[src/rtl/mem_arbiter.sv]
// rtl/mem_arbiter.sv - single-port RAM arbiter between instruction fetch and data access
module mem_arbiter #(
    parameter int STARVE_MAX = 4
) (
    input  logic        CLK,
    input  logic        nRST,
    input  logic        iREN,
    input  logic [31:0] iaddr,
    output logic [31:0] iload,
    output logic        iwait,
    input  logic        dREN,
    input  logic        dWEN,
    input  logic [31:0] daddr,
    input  logic [31:0] dstore,
    output logic [31:0] dload,
    output logic        dwait,
    output logic        ramREN,
    output logic        ramWEN,
    output logic [31:0] ramaddr,
    output logic [31:0] ramstore,
    input  logic [31:0] ramload,
    input  logic [1:0]  ramstate,
    output logic [7:0]  err_count
);

    localparam int CW = (STARVE_MAX < 1) ? 1 : $clog2(STARVE_MAX + 1);
    localparam logic [CW-1:0] SMAX = CW'(STARVE_MAX);

    localparam logic [1:0] RAM_ACCESS = 2'd2;
    localparam logic [1:0] RAM_ERROR  = 2'd3;

    typedef enum logic [1:0] {
        IDLE = 2'd0,
        IGNT = 2'd1,
        DGNT = 2'd2
    } state_t;

    state_t        r_state;
    logic [CW-1:0] r_starve_cnt;
    logic [7:0]    r_err_count;

    logic w_dreq;
    logic w_access;
    logic w_error;
    logic w_igrant;
    logic w_dgrant;

    assign w_dreq   = dREN | dWEN;
    assign w_access = (ramstate == RAM_ACCESS);
    assign w_error  = (ramstate == RAM_ERROR);
    assign w_igrant = (r_state == IGNT) & iREN;
    assign w_dgrant = (r_state == DGNT) & w_dreq;

    // RAM drive follows the live request so a dropped request releases the RAM immediately
    assign ramREN    = w_igrant | ((r_state == DGNT) & dREN);
    assign ramWEN    = (r_state == DGNT) & dWEN;
    assign ramaddr   = (r_state == DGNT) ? daddr : iaddr;
    assign ramstore  = dstore;
    assign iload     = ramload;
    assign dload     = ramload;
    assign iwait     = ~(w_igrant & w_access);
    assign dwait     = ~(w_dgrant & w_access);
    assign err_count = r_err_count;

    // Grant FSM: latch one owner per transaction, retry on ERROR, fairness via starve counter
    always_ff @(posedge CLK or negedge nRST) begin
        if (!nRST) begin
            r_state      <= IDLE;
            r_starve_cnt <= '0;
            r_err_count  <= 8'd0;
        end else begin
            case (r_state)
                IDLE: begin
                    if (!iREN) begin
                        r_starve_cnt <= '0;
                    end
                    if (w_dreq && iREN) begin
                        r_state <= (r_starve_cnt == SMAX) ? IGNT : DGNT;
                    end else if (w_dreq) begin
                        r_state <= DGNT;
                    end else if (iREN) begin
                        r_state <= IGNT;
                    end
                end
                IGNT: begin
                    if (!iREN) begin
                        r_state <= IDLE;
                    end else if (w_access) begin
                        r_state      <= IDLE;
                        r_starve_cnt <= '0;
                    end else if (w_error && (r_err_count != 8'hFF)) begin
                        r_err_count <= r_err_count + 8'd1;
                    end
                end
                DGNT: begin
                    if (!w_dreq) begin
                        r_state <= IDLE;
                    end else if (w_access) begin
                        r_state <= IDLE;
                        if (iREN && (r_starve_cnt != SMAX)) begin
                            r_starve_cnt <= r_starve_cnt + 1'b1;
                        end
                    end else if (w_error && (r_err_count != 8'hFF)) begin
                        r_err_count <= r_err_count + 8'd1;
                    end
                end
                default: r_state <= IDLE;
            endcase
        end
    end

endmodule

[config.mk]
export PLATFORM = sky130hd
export DESIGN_NAME = mem_arbiter
export DESIGN_NICKNAME = d
export VERILOG_FILES = /design/src/rtl/mem_arbiter.sv
export SDC_FILE = /design/constraint.sdc
export NUM_CORES = 1
export LEC_CHECK = 0
export CAP_MARGIN = 25
export CORE_AREA = 5 5 103 105
export CTS_CLUSTER_SIZE = 40
export DETAILED_ROUTE_END_ITERATION = 10
export DIE_AREA = 0 0 108 110
export PLACE_DENSITY = 0.81
export SYNTH_ARGS = -nofsm -noshare
export SYNTH_HDL_FRONTEND = slang
export SYNTH_SLANG_ARGS = --single-unit
[constraint.sdc]
create_clock -name CLK -period 1.65 [get_ports CLK]
set_input_delay 0.165 -clock CLK [delete_from_list [all_inputs] [get_ports CLK]]
set_output_delay 0.165 -clock CLK [all_outputs]
set_load 0.01 [all_outputs]
Yosys cells after proc, flatten, opt, wreduce, memory -nomap -nowiden
Cells that the tools add are included.

Eq/ne operators: 14. Bitwise gates (word level): 10. Reduce and logical (&&, ||, !) cells: 8. Mux-type cells: 21. Add/sub/neg operators: 2.

Operators by type and width (count): 2-to-1 mux 32 bit (1); 2-to-1 mux 8 bit (4); 2-to-1 mux 3 bit (6); one-hot mux 8 bit (2 select lines) (1); 2-to-1 mux 2 bit (7); inequality test 2 bit, second input constant (5); one-hot mux 3 bit (3 select lines) (1); adder 8 x 1 -> 8 bit, second input constant (1); inequality test 8 bit, second input constant (1); AND reduction 7 bit (1); bitwise AND 1 bit (6); == test 2 bit, second input constant (3); one-hot mux 2 bit (3 select lines) (1); inequality test 4 bit, second input constant (1); adder 3 x 1 -> 3 bit, second input constant (1); == test 3 bit, second input constant (1); logical AND 1 bit (3); inequality test 3 bit, second input constant (1); AND reduction 3 bit (1); nonzero test 3 bit (1); == test 2 x 1 -> 1 bit, second input constant (1); logical NOT 2 bit (1); inequality test 2 x 1 -> 1 bit, second input constant (1); inverter 1 bit (2); other kinds (2) (3).

Register bits after elaboration: 13. Logic and storage cells: 58. Bits of input ports: 135. Output and inout port bits: 140.

Longest topological paths before layout
Word-level depth: 6. Mapped depth: 6. Depth with buffers taken out: 6.

Worst setup path after synthesis
No wires, ideal clock.

Path type: reg2out. Start point: register r_state[0]. End point: output ramaddr[10]. Cell stages (with the launch flop): 6. Data required time: 1.485 ns. Setup slack: -0.071 ns. Data arrival time: 1.556 ns. Path buffers: 2. Cells stage by stage: dfrtp_1 -> inv_1 -> ha_1 -> buf_2 -> buf_2 -> mux2_2.

Longest elaborated chain between the ends: 2.

RTL lines: start: declaration (RTL line 38) `state_t r_state;`; start signal: assignment (RTL line 78) `r_state <= (r_starve_cnt == SMAX) ? IGNT : DGNT;`; == test 2 bit (RTL line 57) `assign ramaddr = (r_state == DGNT) ? daddr : iaddr;`; 2-to-1 mux 32 bit (RTL line 57); end: declaration (RTL line 19) `output logic [31:0] ramaddr,`.

No other way between the ends.

Worst setup path after layout
Start point: register r_state[1]. End point: output ramaddr[19].

The elaborated chain is that of the path after synthesis.

==> summary by stage <==
GRT
In the global route stage, overall resource usage came out at around a tenth. The initial antenna violation count was 0. The wire length of the first global-routing pass is around 9 mm. Entering global routing, the biggest net connects 14 pins. Summed over all layers, the global routing overflow is 0. The number of global-route vias before repair is approximately 1700.

CTS
In this run the number of H-tree levels came out at 1. For this design, the sink count on the clock tree is 13. TritonCTS built the clock tree. The cell at the root of the clock tree is clkbuf_8. After clock tree synthesis, the clock-pin slew on the worst setup and hold paths is roughly 0.060 ns. The largest buffer count on any clock path is 2. The number of clock buffers added by TritonCTS is 3.

The latest clock arrival within the worst-skew pair is around 0.24 ns.

STA
The count of endpoints failing setup in the final report is 36. Static timing analysis puts the maximum clock frequency at between 500 and 600 MHz. The number of hold violations in the final report is 0. The max-slew violation count is 0. The clock arrives with between 0.005 and 0.006 ns of skew.

The slew at the pin closest to its max-slew limit is roughly 0.61 ns. The setup slack after layout is -0.205 ns. After layout, the minimum clock period comes to about 1.9 ns.

Setup repair after global routing could not meet its margin everywhere. In this run the tightest slew margin relative to its limit is between 50% and 60%. In the finished design, the share of the clock period the worst path needs comes to 112%.

Detailed routing
The vias per cell is ~4.1. The routed wire length per instance is between 15 and 20 microns. The first detailed-routing pass ran for 4 iterations.

The post-route antenna net violation count is 0. The via total after detailed routing is 1654. For this block, the initial DRC count from the detailed router was 63. In the routed design, unresolved DRC markers number 0.

Wires add up to slightly below 7 mm.

Floorplanning
The floorplan has 36 rows. The starting density of the core is between 20 and 25%. The die outline width is 108 microns.

The die footprint is around 0.012 sq mm. The die is 110 microns tall. The floorplan core area is between 0.009 and 0.01 sq mm.

The I/O pin count is 275.

Setup path
The master of the slowest instance on the critical path is dfrtp_1. STA puts the critical path data required time at 1.48 ns. The worst setup path is launched from a flop. The most used cell along the critical path is buf_6. The arrival time at the worst endpoint is 1.69 ns. The critical path starts at r_state[1]$_DFFE_PN0P_.

The capture point of the worst path is ramaddr[19]. The length in cells of the worst reg-to-reg path is 7. In this design, the stage delay of the slowest critical-path cell is around 0.42 ns. The critical path goes through ha_4 -> buf_12 -> buf_16 -> buf_6 -> mux2_4 -> buf_6. The type of destination of the critical path is a primary output. The worst register-to-register path begins at r_state[1]$_DFFE_PN0P_. The worst-case register-to-register setup slack is -0.18 ns. Of all nets on the critical path, the largest fanout is 5. The worst reg2reg path endpoint is err_count[3]$_DFFE_PN0P_. The worst setup path is of the flop to primary output kind.

Synth
The number of synthesized register bits is 13. The cell count after synthesis is roughly 220. Counting distinct cell types in the post-synthesis netlist gives 36. By count the netlist is led by buf_4, mux2_2, dfrtp_1. Among all flip-flop cells after synthesis, the most frequent one is dfrtp_1.

Ranked by total cell area, the synthesized netlist is headed by buf_4, mux2_2, dfrtp_1, ha_1, nand2_1. The most numerous cell in the Yosys netlist is buf_4. Counting flops with a built-in enable in the synthesized netlist gives 0. The post-synthesis net count is between 300 and 400.

The async set-or-reset flop fraction in the synthesized netlist is 100%. The share of synthesized area occupied by flip-flops and latches is between 10% and 20%. After synthesis the cells add up to 0.00194 sq mm.

The mean instance size in the synthesized netlist is between 8 and 9 sq um. The cell type with the largest total area after synthesis is buf_4. The share of synthesized area in the top cell type comes to a little under two fifths. The number of synthesis warnings is 0.

Final layout
Relative to the synthesized area, the layout overhead comes to 65.8%. After the flow finishes, the layout carries non-filler instances totaling between 400 and 500. Measured on the finished design, the core utilization comes to about a third. Cells with a size suffix above 1 make up a little under half of the layout. The number of nets in the layout is 413. 0 antenna diodes ended up in the layout.

Placed design
After detailed placement, the design holds a cell count of 378. The routability-driven placement congestion ratio is between 0.7 and 0.8. After legalization and detailed placement, the total HPWL measured slightly above 5 mm.

In this run the tool buffered the top-level ports with ~110 buffer cells.

Power
The design draws around 4500 uW. For this design the static power due to leakage is 0.00141 uW. The maximum vdd drop is 0.554 mV. The power density over the cells is between 1000 and 1500 mW/mm^2.

Min path
The path category of the worst min-delay check is primary input to asynchronous set/reset pin.

Outcome
The flow ran to the end, but the final reports show violations. The final reports fail on setup timing.

Run
The max-capacitance violation count is 0.
[how the worst min path moves through the flow]
| stage | startpoint | to | slack (ns) | cells after the start |
|---|---|---|---|---|
| finish | nRST | err_count[0]$_DFFE_PN0P_ | 0.31 | 1 |
| global route | dstore[19] | ramstore[19] | 0.33 | 0 |
| CTS | nRST | err_count[1]$_DFFE_PN0P_ | 0.33 | 1 |
| detailed placement | dstore[10] | ramstore[10] | 0.33 | 0 |
| global placement | dstore[10] | ramstore[10] | 0.33 | 0 |
| floorplan | nRST | err_count[0]$_DFFE_PN0P_ | -0.13 | 0 |
[where the power goes]
part           switching (uW)  internal, uW
clock network             108           166
logic                    1350          2350
registers                 135           424
total                    1590          2940
[layer usage]
| layer | global-route usage [%] | routed length, microns | vias to the layer above |
|---|---|---|---|
| met5 | 0 | 0 | - |
| met4 | 7.03 | 378 | 0 |
| met3 | 3.49 | 638 | 53 |
| met2 | 16.3 | 3550 | 90 |
| met1 | 9.59 | 2260 | 766 |
| li1 | - | - | 745 |
[placed cells by master, fill, tap and decap left out, types with 2 or more instances in the layout]
master / instances
nor2_1: 4
and3_1: 3
mux2_4: 30
inv_2: 4
buf_6: 40
clkbuf_16: 2
clkbuf_2: 2
buf_12: 3
nand3_1: 4
mux2_2: 3
dfrtp_1: 13
o22a_1: 2
nand4_1: 2
clkdlybuf4s50_1: 78
buf_4: 16
clkbuf_8: 3
ha_4: 4
buf_16: 2
mux2i_1: 2
xor2_1: 2
nand2_1: 9
ha_1: 3
xnor2_1: 2
or2_4: 2
and3b_1: 2
buf_2: 2
a21oi_1: 3
o22ai_1: 2
and2_1: 3
[what timing repair did]
item / CTS / global route
buffers inserted: 8 / 9
endpoints found under the setup margin: 45 / 46
gates resized for setup: 161 / 79
gates cloned: 2 / 2
hold buffers: 0 / 0
pin swaps: 4 / 7
[worst max-delay path, delay by kind of cell (launching register included)]
kind                     cells  cell delay (ns)
buffers and inverters        4             0.50
flip-flops                   1             0.42
multiplexers                 1             0.29
adder cells (fa/ha/maj)      1             0.23
[metrics by stage]
| step | cell area [sq um] | setup WS [ns] | hold slack (ns) | setup TNS, ns |
|---|---|---|---|---|
| floorplan | 1970 | -0.0216 | -0.131 | -0.129 |
| detailed placement | 2630 | -0.275 | 0.330 | -10.01 |
| finish | 3220 | -0.205 | 0.309 | -4.09 |
| global route | 3220 | -0.270 | 0.330 | -6.96 |
| global placement | 2630 | -0.264 | 0.330 | -9.15 |
| CTS | 2910 | -0.188 | 0.330 | -4.73 |
[cell type report]
type                            count  area, sq um
Multi-Input combinational cell    102         1100
Fill cell                         981         6330
Sequential cell                    13          325
Inverter                            4         15.0
Clock buffer                        3         41.3
Clock inverter                      1         5.00
Timing Repair Buffer              147         1560
Tap cell                          133          166
[flip-flops by register name, summed over array words and instances, names as in the netlist]
signal        cells
err_count         8
r_starve_cnt      3
r_state           2
[kinds of logic (layout without fill, tap and decap cells)]
group | count (synthesis) | in the layout | synth area share [%]
buffers and inverters | 104 | 155 | 38.9
AO/OA/AOI/OAI | 16 | 16 | 6.19
flip-flops | 13 | 13 | 16.8
XOR/XNOR | 5 | 5 | 2.26
adder cells (fa/ha/maj) | 7 | 7 | 4.51
multiplexers | 35 | 35 | 20.2
AND/OR/NAND/NOR | 39 | 39 | 11.2
Note: power is estimated with default switching activity, not from simulation.
